--- config.mk ---
export PLATFORM = sky130hd
export DESIGN_NAME = alu_unit
export DESIGN_NICKNAME = d
export VERILOG_FILES = /design/src/rtl/alu_pkg.sv /design/src/rtl/alu_shifter.sv /design/src/rtl/alu_unit.sv
export SDC_FILE = /design/constraint.sdc
export NUM_CORES = 1
export LEC_CHECK = 0
export CORE_ASPECT_RATIO = 1.1
export CORE_UTILIZATION = 57
export DETAILED_ROUTE_END_ITERATION = 12
export PLACE_DENSITY = 0.86
export REMOVE_ABC_BUFFERS = 1
export SYNTH_ARGS = -nofsm -noshare
export SYNTH_HDL_FRONTEND = slang
export SYNTH_SLANG_ARGS = --single-unit
--- constraint.sdc ---
create_clock -name vclk -period 7.6
set_input_delay 0.76 -clock vclk [all_inputs]
set_output_delay 0.76 -clock vclk [all_outputs]
set_load 0.05 [all_outputs]
--- src/rtl/alu_pkg.sv ---
// Shared definitions for the RV32I ALU: control-code width and operation encodings.
package alu_pkg;

  localparam int ALU_CTRL_W = 3;

  typedef enum logic [ALU_CTRL_W-1:0] {
    ALU_ADD = 3'd0,
    ALU_SUB = 3'd1,
    ALU_AND = 3'd2,
    ALU_OR  = 3'd3,
    ALU_LUI = 3'd4,
    ALU_SLT = 3'd5,
    ALU_SLL = 3'd6,
    ALU_SRL = 3'd7
  } aluOp_t;

endpackage

--- src/rtl/alu_shifter.sv ---
// Logarithmic barrel shifter; left shifts reuse the right-shift stages on a bit-reversed operand.
module alu_shifter #(
  parameter int DATA_WIDTH = 32,
  parameter int SH_W       = $clog2(DATA_WIDTH)
) (
  input  logic [DATA_WIDTH-1:0] a,
  input  logic [SH_W-1:0]       amount,
  input  logic                  dirLeft,
  output logic [DATA_WIDTH-1:0] result
);

  logic [DATA_WIDTH-1:0] stage;

  always_comb begin
    stage = '0;
    for (int unsigned i = 0; i < DATA_WIDTH; i++) begin
      stage[i] = dirLeft ? a[DATA_WIDTH-1-i] : a[i];
    end
    for (int unsigned s = 0; s < SH_W; s++) begin
      if (amount[s]) begin
        stage = stage >> (1 << s);
      end
    end
    result = '0;
    for (int unsigned i = 0; i < DATA_WIDTH; i++) begin
      result[i] = dirLeft ? stage[DATA_WIDTH-1-i] : stage[i];
    end
  end

endmodule

--- src/rtl/alu_unit.sv ---
// Combinational RV32I ALU with zero flag; define ALU_OUT_REG_EN to add a registered
// copy of result and flag on aluResultQ/zeroQ (otherwise those outputs are tied to 0).
module alu_unit
  import alu_pkg::*;
#(
  parameter int DATA_WIDTH = 32
) (
  input  logic                  clk,
  input  logic                  rst_n,
  input  logic [DATA_WIDTH-1:0] srcA,
  input  logic [DATA_WIDTH-1:0] srcB,
  input  logic [ALU_CTRL_W-1:0] aluControl,
  output logic [DATA_WIDTH-1:0] aluResult,
  output logic                  zero,
  output logic [DATA_WIDTH-1:0] aluResultQ,
  output logic                  zeroQ
);

  localparam int SH = $clog2(DATA_WIDTH);

  aluOp_t                op;
  logic [DATA_WIDTH-1:0] sum;
  logic [DATA_WIDTH-1:0] diff;
  logic [DATA_WIDTH-1:0] shiftResult;
  logic                  lessThan;

  assign op   = aluOp_t'(aluControl);
  assign sum  = srcA + srcB;
  assign diff = srcA - srcB;

  // Differing signs decide directly; equal signs cannot overflow, so the difference sign is exact.
  assign lessThan = (srcA[DATA_WIDTH-1] != srcB[DATA_WIDTH-1]) ? srcA[DATA_WIDTH-1]
                                                                : diff[DATA_WIDTH-1];

  alu_shifter #(
    .DATA_WIDTH(DATA_WIDTH),
    .SH_W      (SH)
  ) uShifter (
    .a      (srcA),
    .amount (srcB[SH-1:0]),
    .dirLeft(op == ALU_SLL),
    .result (shiftResult)
  );

  always_comb begin
    aluResult = '0;
    case (op)
      ALU_ADD: aluResult = sum;
      ALU_SUB: aluResult = diff;
      ALU_AND: aluResult = srcA & srcB;
      ALU_OR:  aluResult = srcA | srcB;
      ALU_LUI: aluResult = srcB;
      ALU_SLT: aluResult = {{(DATA_WIDTH-1){1'b0}}, lessThan};
      ALU_SLL: aluResult = shiftResult;
      ALU_SRL: aluResult = shiftResult;
      default: aluResult = '0;
    endcase
  end

  assign zero = (aluResult == '0);

`ifdef ALU_OUT_REG_EN
  always_ff @(posedge clk or negedge rst_n) begin
    if (!rst_n) begin
      aluResultQ <= '0;
      zeroQ      <= 1'b0;
    end else begin
      aluResultQ <= aluResult;
      zeroQ      <= zero;
    end
  end
`else
  logic unusedClkRst;
  assign unusedClkRst = clk & rst_n;
  assign aluResultQ   = '0;
  assign zeroQ        = 1'b0;
`endif

endmodule

==> summary.log, run 1 <==
[routing] Detailed Route Iter0 Violations 1,634
[power_and_ir_drop] power density of the placed cells 98.8 nW/µm²
[global_route] wire length of the first global-routing pass 56,600 µm
[global_route] initial antenna violation count 2
[routing] sum of routed wire length over all layers 37,800 µm
[logic_synthesis] summed instance area of the synthesized netlist 8090 µm²
[floorplan] height of the die 127 µm
[routing] DR vias 10.6k
[floorplan] initial core utilization 0.584
[cts] Post-CTS Setup Repair Bufs 0
[timing] relative max-transition margin 0.130
[finish] number of sequential cells in the layout 0
[worst_hold_path] Min-Delay Path Class input pin to primary output
[timing] Sum Neg Setup Slack 0 ns
[routing] Avg WL per Cell 26.1 µm
[timing] final clock period utilization by the worst path 0.965
[setup_path] cell with the largest stage delay on the worst path sky130_fd_sc_hd__clkdlybuf4s50_1
[floorplan] floorplan die area 14,700 µm²
[setup_path] element type at the critical path start input pin
[floorplan] Die Span X 116 µm
[finish] storage element area 0 µm²
[timing] FMAX 136 MHz
[timing] RSZ-0062 raised after global routing no
[logic_synthesis] mean cell area of the mapped netlist 6.76 µm²
[status] outcome finished, final reports clean
[setup_path] Critical path origin srcA[17]
[logic_synthesis] gate count of the mapped netlist 1,196
[floorplan] number of core rows 45
[floorplan] count of pins on the block boundary 135
[global_route] pin count of the biggest net entering global routing 46
[job] max-cap check violation count 0
[placed_design] number of buffers inserted by port buffering 100
[timing] Final Hold Violating Endpoints 0
[timing] number of endpoints failing setup at the final stage 0
[finish] number of clock-tree buffers in the layout 0
[power_and_ir_drop] Worst VDD drop 0.0000643 V
[power_and_ir_drop] leakage power 0.00395 µW
[setup_path] maximum cell stage delay along the critical path 0.67 ns
[setup_path] worst setup path category input pin to primary output
[logic_synthesis] portion of the post-synthesis area used by sequential elements 0
[placed_design] HPWL after detailed placement 28,900 µm
[global_route] via count of the first global-routing pass 9,662
[logic_synthesis] Yosys Warn Count 0
[finish] Post-Layout Cell Count 1,451
[logic_synthesis] Synth cell types 76
[setup_path] worst-path maximum fanout 11
[placed_design] Placed Cells 1,449
[logic_synthesis] area share of the largest cell type after synthesis 0.147
[finish] share of final-layout standard cells stronger than drive strength 1 0.0825
[logic_synthesis] Synth area leader sky130_fd_sc_hd__ha_1
[logic_synthesis] cell with the most instances after synthesis sky130_fd_sc_hd__a21oi_1
[setup_path] Data arrival, critical path 6.57 ns
[setup_path] endpoint type of the worst setup path primary output
[logic_synthesis] most frequent cells after synthesis sky130_fd_sc_hd__a21oi_1, sky130_fd_sc_hd__nor2_1, sky130_fd_sc_hd__inv_1
[finish] number of nets in the layout 1,430
[routing] drt drc 0
[routing] detailed-routing iteration count for the pre-antenna-repair pass 6
[worst_hold_path] Hold Crit Depth 5
[finish] post-route core utilization 0.665
[global_route] Overall Global Routing Usage 0.511
[cts] number of hold buffers added after cts 0
[floorplan] placeable core area 13,900 µm²
[worst_hold_path] end point of the most critical hold path aluResult[31]
[worst_hold_path] hold path start srcB[31]
[logic_synthesis] Area contributors post-synth sky130_fd_sc_hd__ha_1, sky130_fd_sc_hd__a21oi_1, sky130_fd_sc_hd__mux4_2, sky130_fd_sc_hd__nor2_1, sky130_fd_sc_hd__inv_1
[timing] Worst-Margin Slew 1.29 ns
[global_route] remaining global-route overflow 0
[placed_design] final weighted congestion of routability-driven global placement 1.13
[setup_path] most frequent cell on the critical path sky130_fd_sc_hd__o21ai_0
[timing] clock period minus final worst setup slack 7.33 ns
[finish] synthesis-to-layout area growth 13.9%
[setup_path] Critical Path RT 6.84 ns
[routing] post-route antenna net violation count 0
[routing] DR vias/cell 7.30
[timing] max-slew violation count 0
-- per-layer routing --
metal  global-route usage  vias up  wire, µm
met5              0.00702        -         0
met1                0.632     4838     13500
li1                     -     4550         -
met3                0.151      234      5400
met4                0.371        0      3550
met2                0.746      966     15400
-- cell usage in the layout, fill, tap and decap left out, types with 25 or more instances in the layout --
master / n
sky130_fd_sc_hd__nor3_1: 40
sky130_fd_sc_hd__nor2_1: 111
sky130_fd_sc_hd__a21oi_1: 127
sky130_fd_sc_hd__xnor2_1: 27
sky130_fd_sc_hd__nand3_1: 33
sky130_fd_sc_hd__ha_1: 95
sky130_fd_sc_hd__mux4_2: 28
sky130_fd_sc_hd__buf_4: 43
sky130_fd_sc_hd__nand2_1: 90
sky130_fd_sc_hd__o21ai_0: 63
sky130_fd_sc_hd__mux2i_1: 33
sky130_fd_sc_hd__conb_1: 33
sky130_fd_sc_hd__clkdlybuf4s50_1: 94
sky130_fd_sc_hd__o22ai_1: 25
sky130_fd_sc_hd__inv_1: 103
-- layout make-up --
type / instances / area [µm²]
Inverter: 107 / 402
Fill cell: 1247 / 4640
Antenna cell: 2 / 5.00
Timing Repair Buffer: 143 / 1340
Multi-Input combinational cell: 1011 / 7230
Tap cell: 188 / 235
-- critical path: cells and delay by family --
| family | cells | cell delay [ns] |
|---|---|---|
| AO/OA/AOI/OAI | 12 | 1.58 |
| AND/OR/NAND/NOR | 9 | 2.10 |
| adder cells (fa/ha/maj) | 2 | 0.82 |
| buffers and inverters | 5 | 1.32 |
-- power by group --
| group | leakage, µW | switching, µW | internal [µW] | total, µW |
|---|---|---|---|---|
| combinational | 0.00395 | 602 | 308 | 910 |
| sequential | 0 | 0 | 0 | 0 |
| clock | 0.0000000118 | 0 | 0.000141 | 0.000141 |
| total | 0.00395 | 602 | 308 | 910 |
-- what timing repair did --
item	CTS	global route
resized for setup	0	1
endpoints found under the hold margin	0	0
setup endpoints to repair	0	1
-- how the worst max path moves through the flow --
stage               cells past startpoint    to
finish                                 28  zero
global route                           27  zero
CTS                                    27  zero
detailed placement                     27  zero
global placement                       27  zero
floorplan                              23  zero
-- stage by stage --
stage	hold slack [ns]	worst slack [ns]	power (µW)	instance area [µm²]
3_5_place_dp	2.50	0.425	866	9200
2_1_floorplan	1.88	1.06	553	7630
5_1_grt	2.62	0.0739	948	9210
6_report	2.57	0.268	910	9210
4_1_cts	2.51	0.400	870	9200
3_3_place_gp	2.50	0.513	859	9200
-- cells by family (layout without fill, tap and decap cells) --
logic type | count (synthesis) | count (layout) | share of synthesized area
compound gates | 428 | 428 | 0.351
mux | 73 | 73 | 0.139
other cells | 1 | 35 | 0.000464
buf+inv | 217 | 250 | 0.122
xor+xnor | 32 | 32 | 0.0347
simple gates | 347 | 347 | 0.199
fa+ha+maj | 98 | 98 | 0.154
No activity file was read; power rests on OpenSTA's default activity.
==> inputs of run 2 (changes only) <==
Settings changed: CAP_MARGIN from default to 20.
==> summary.log, run 2 (synthesis results as in run 1) <==
[status] outcome finished, final reports clean
[timing] clock period minus final worst setup slack 7.33 ns
[routing] Detailed Route Iter0 Violations 1,742
[setup_path] Top Family by Delay on Critical Path simple AND/OR/NAND/NOR gates
[routing] post-route antenna net violation count 0
[global_route] initial antenna violation count 2
[floorplan] number of core rows 45
[finish] synthesis-to-layout area growth 14.0%
[timing] Final Hold Violating Endpoints 0
[power_and_ir_drop] Worst VDD drop 0.0000645 V
[global_route] Overall Global Routing Usage 0.511
[power_and_ir_drop] power density of the placed cells 98.6 nW/µm²
[timing] number of endpoints failing setup at the final stage 0
[finish] Filler cells 1,248
[floorplan] placeable core area 13,900 µm²
[routing] DR vias 10.5k
[routing] drt drc 0
[worst_hold_path] hold path start srcB[25]
[timing] final clock period utilization by the worst path 0.965
[setup_path] most frequent cell on the critical path sky130_fd_sc_hd__o21ai_0
[finish] leading cell type in the layout, fill and taps excluded sky130_fd_sc_hd__a21oi_1
[worst_hold_path] Min-Delay Path Class input pin to primary output
[timing] max-slew violation count 0
[global_route] via count of the first global-routing pass 9,662
[global_route] remaining global-route overflow 0
[setup_path] buffering stage count on the worst path with inverters included 5
[setup_path] critical path capture point zero
[setup_path] cell with the largest stage delay on the worst path sky130_fd_sc_hd__clkdlybuf4s50_1
[power_and_ir_drop] leakage power 0.00395 µW
[floorplan] count of pins on the block boundary 135
[finish] post-route core utilization 0.665
[global_route] wire length of the first global-routing pass 56,600 µm
[placed_design] final weighted congestion of routability-driven global placement 1.13
[finish] number of sequential cells in the layout 0
[setup_path] worst-path maximum fanout 11
[timing] Worst-Margin Slew 1.11 ns
[timing] Sum Neg Setup Slack 0 ns
[finish] top library cells by usage in the layout, fill and taps aside sky130_fd_sc_hd__a21oi_1, sky130_fd_sc_hd__nor2_1, sky130_fd_sc_hd__inv_1
[timing] FMAX 136 MHz
[setup_path] Critical Path Stages 28
[timing] RSZ-0062 raised after global routing no
[finish] share of final-layout standard cells stronger than drive strength 1 0.0832
[setup_path] Critical Path RT 6.84 ns
[job] max-cap check violation count 0
[floorplan] Die Span X 116 µm
[setup_path] worst setup path category input pin to primary output
[floorplan] floorplan die area 14,700 µm²
[setup_path] endpoint type of the worst setup path primary output
[routing] sum of routed wire length over all layers 37,700 µm
[floorplan] initial core utilization 0.584
[finish] number of nets in the layout 1,431
[routing] detailed-routing iteration count for the pre-antenna-repair pass 7
[setup_path] element type at the critical path start input pin
[placed_design] number of buffers inserted by port buffering 100
[setup_path] Data arrival, critical path 6.57 ns
[finish] number of clock-tree buffers in the layout 0
[setup_path] maximum cell stage delay along the critical path 0.67 ns
[placed_design] HPWL after detailed placement 28,900 µm
[floorplan] height of the die 127 µm
[finish] storage element area 0 µm²
[setup_path] Critical path origin srcA[17]
[routing] Avg WL per Cell 25.9 µm
[routing] DR vias/cell 7.23
[global_route] pin count of the biggest net entering global routing 46
[timing] relative max-transition margin 0.261
[run 2: cell count changes in the layout (fill, tap and decap cells not counted)]
cell / previous run / this run
sky130_fd_sc_hd__clkbuf_2: 0 / 1
[run 2: timing repair]
action,4_1_cts,5_1_grt
hold buffers,0,0
setup buffers,0,0
resized for setup,0,1
setup endpoints to repair,0,1
[run 2: where the power goes]
group	switching (µW)	internal, µW
clock network	0	0.000147
logic	601	308
registers	0	0
total	601	308
[run 2: how the worst min path moves through the flow]
stage	to	slack, ns	cells past startpoint
3_3_place_gp	aluResult[0]	2.50	5
5_1_grt	aluResult[31]	2.62	5
4_1_cts	aluResult[0]	2.51	5
6_report	zero	2.57	6
2_1_floorplan	zero	1.88	4
3_5_place_dp	aluResult[0]	2.50	5
[run 2: stage by stage]
stage                     instance area [µm²]  setup WS (ns)  power [µW]  cells  hold slack (ns)
final                                    9220          0.266         909   1452             2.57
after global routing                     9220         0.0739         948   1452             2.62
after CTS                                9200          0.400         870   1449             2.51
after detailed placement                 9200          0.425         866   1449             2.50
after global placement                   9200          0.513         859   1449             2.50
after floorplan                          7630           1.06         553   1118             1.88
[run 2: final cells by class]
class | instances | area (µm²) | share of cell area
multi-input cells | 1011 | 7230 | 0.785
inverters | 107 | 402 | 0.0436
diodes | 2 | 5.00 | 0.000543
well taps | 188 | 235 | 0.0255
repair buffers | 144 | 1340 | 0.146
[run 2: routing by layer]
layer  up-vias  part of all wire  track usage
met1      4798              0.36        0.632
met3       212              0.14        0.151
met4         0             0.092        0.371
li1       4546                 -            -
met2       935              0.41        0.746
met5         -                 0      0.00702
==> inputs of run 3 (changes only) <==
Settings changed: CORE_MARGIN from default to 2.
==> summary.log, run 3 (synthesis results as in run 1) <==
[routing] Avg WL per Cell 26.1 µm
[routing] post-route antenna net violation count 0
[finish] post-route core utilization 0.666
[job] max-cap check violation count 0
[floorplan] Die Span X 118 µm
[global_route] initial antenna violation count 1
[setup_path] cell with the largest stage delay on the worst path sky130_fd_sc_hd__clkdlybuf4s50_1
[timing] relative max-transition margin 0.267
[global_route] remaining global-route overflow 0
[finish] number of nets in the layout 1,429
[setup_path] worst-path maximum fanout 8
[finish] number of diodes 0
[setup_path] maximum cell stage delay along the critical path 0.65 ns
[setup_path] Top Family by Delay on Critical Path simple AND/OR/NAND/NOR gates
[global_route] wire length of the first global-routing pass 56,900 µm
[setup_path] worst setup path category input pin to primary output
[finish] storage element area 0 µm²
[floorplan] number of core rows 45
[floorplan] placeable core area 13,900 µm²
[power_and_ir_drop] power density of the placed cells 99.6 nW/µm²
[global_route] pin count of the biggest net entering global routing 45
[routing] DR vias 10.5k
[timing] number of endpoints failing setup at the final stage 0
[power_and_ir_drop] leakage power 0.00394 µW
[setup_path] Critical Path Stages 26
[routing] DR vias/cell 7.27
[finish] top library cells by usage in the layout, fill and taps aside sky130_fd_sc_hd__a21oi_1, sky130_fd_sc_hd__nor2_1, sky130_fd_sc_hd__inv_1
[setup_path] endpoint type of the worst setup path primary output
[routing] detailed-routing iteration count for the pre-antenna-repair pass 13
[setup_path] Critical Path RT 6.84 ns
[timing] Final Hold Violating Endpoints 0
[routing] sum of routed wire length over all layers 37,900 µm
[placed_design] HPWL after detailed placement 29,000 µm
[floorplan] initial core utilization 0.584
[floorplan] floorplan die area 15,200 µm²
[finish] share of final-layout standard cells stronger than drive strength 1 0.0841
[finish] synthesis-to-layout area growth 14.0%
[timing] final clock period utilization by the worst path 0.962
[setup_path] buffering stage count on the worst path with inverters included 3
[global_route] Overall Global Routing Usage 0.481
[routing] Detailed Route Iter0 Violations 1,871
[setup_path] critical path capture point zero
[global_route] via count of the first global-routing pass 9,708
[cts] number of hold buffers added after cts 0
[timing] Sum Neg Setup Slack 0 ns
[placed_design] number of buffers inserted by port buffering 100
[routing] drt drc 0
[setup_path] most frequent cell on the critical path sky130_fd_sc_hd__o21ai_0
[timing] max-slew violation count 0
[timing] RSZ-0062 raised after global routing no
[setup_path] element type at the critical path start input pin
[power_and_ir_drop] Worst VDD drop 0.0000560 V
[finish] number of sequential cells in the layout 0
[timing] Worst-Margin Slew 1.10 ns
[worst_hold_path] Min-Delay Path Class input pin to primary output
[setup_path] Data arrival, critical path 6.55 ns
[status] outcome finished, final reports clean
[placed_design] final weighted congestion of routability-driven global placement 1.18
[floorplan] count of pins on the block boundary 135
[finish] leading cell type in the layout, fill and taps excluded sky130_fd_sc_hd__a21oi_1
[floorplan] height of the die 129 µm
[setup_path] Critical path origin srcA[14]
[finish] number of clock-tree buffers in the layout 0
[timing] clock period minus final worst setup slack 7.31 ns
[timing] FMAX 137 MHz
## run 3: cell types whose count changed in the layout (fill, tap and decap cells not counted), sizes merged
cell	before	now
diode	2	0
clkbuf	1	0
buf	49	48
## run 3: layout make-up
class	instances	area [µm²]
multi-input combinational	1011	7260
fill	1270	4630
timing repair buffer	142	1330
inverter	107	402
tap	188	235
## run 3: timing repair
action / 4_1_cts / 5_1_grt
gates resized for setup: 0 / 6
setup endpoints to repair: 0 / 1
buffers inserted: 0 / 0
## run 3: worst min path at each step
stage	start	endpoint	slack, ns	depth (start not counted)
2_1_floorplan	srcB[25]	zero	1.88	4
3_3_place_gp	srcB[31]	aluResult[31]	2.54	5
3_5_place_dp	srcB[31]	aluResult[31]	2.57	5
4_1_cts	srcB[31]	aluResult[31]	2.57	5
5_1_grt	srcB[31]	aluResult[31]	2.63	5
6_report	srcB[31]	aluResult[31]	2.58	5
## run 3: worst min-delay path, delay by kind of cell
kind,cells,cell delay [ns]
AO/OA/AOI/OAI,3,0.37
buffers and inverters,2,0.70
## run 3: per-stage QoR
| step | instances | setup WS (ns) | area (µm²) | hold WS (ns) | power (µW) |
|---|---|---|---|---|---|
| 6_report | 1448 | 0.291 | 9220 | 2.58 | 919 |
| 5_1_grt | 1448 | 0.0181 | 9220 | 2.63 | 956 |
| 4_1_cts | 1448 | 0.345 | 9200 | 2.57 | 874 |
| 3_5_place_dp | 1448 | 0.373 | 9200 | 2.57 | 869 |
| 3_3_place_gp | 1448 | 0.474 | 9200 | 2.54 | 864 |
| 2_1_floorplan | 1118 | 1.06 | 7630 | 1.88 | 553 |
## run 3: metal layers
| metal | vias up | wire, µm | track usage |
|---|---|---|---|
| met2 | 987 | 15600 | 0.745 |
| met1 | 4765 | 13600 | 0.608 |
| met3 | 227 | 5440 | 0.113 |
| met4 | 0 | 3150 | 0.305 |
| met5 | - | 0 | 0 |
| li1 | 4548 | - | - |
## run 3: power breakdown
part | total [µW] | switching (µW) | internal, µW
registers | 0 | 0 | 0
logic | 919 | 608 | 310
clock network | 0 | 0 | 0
total | 919 | 608 | 310
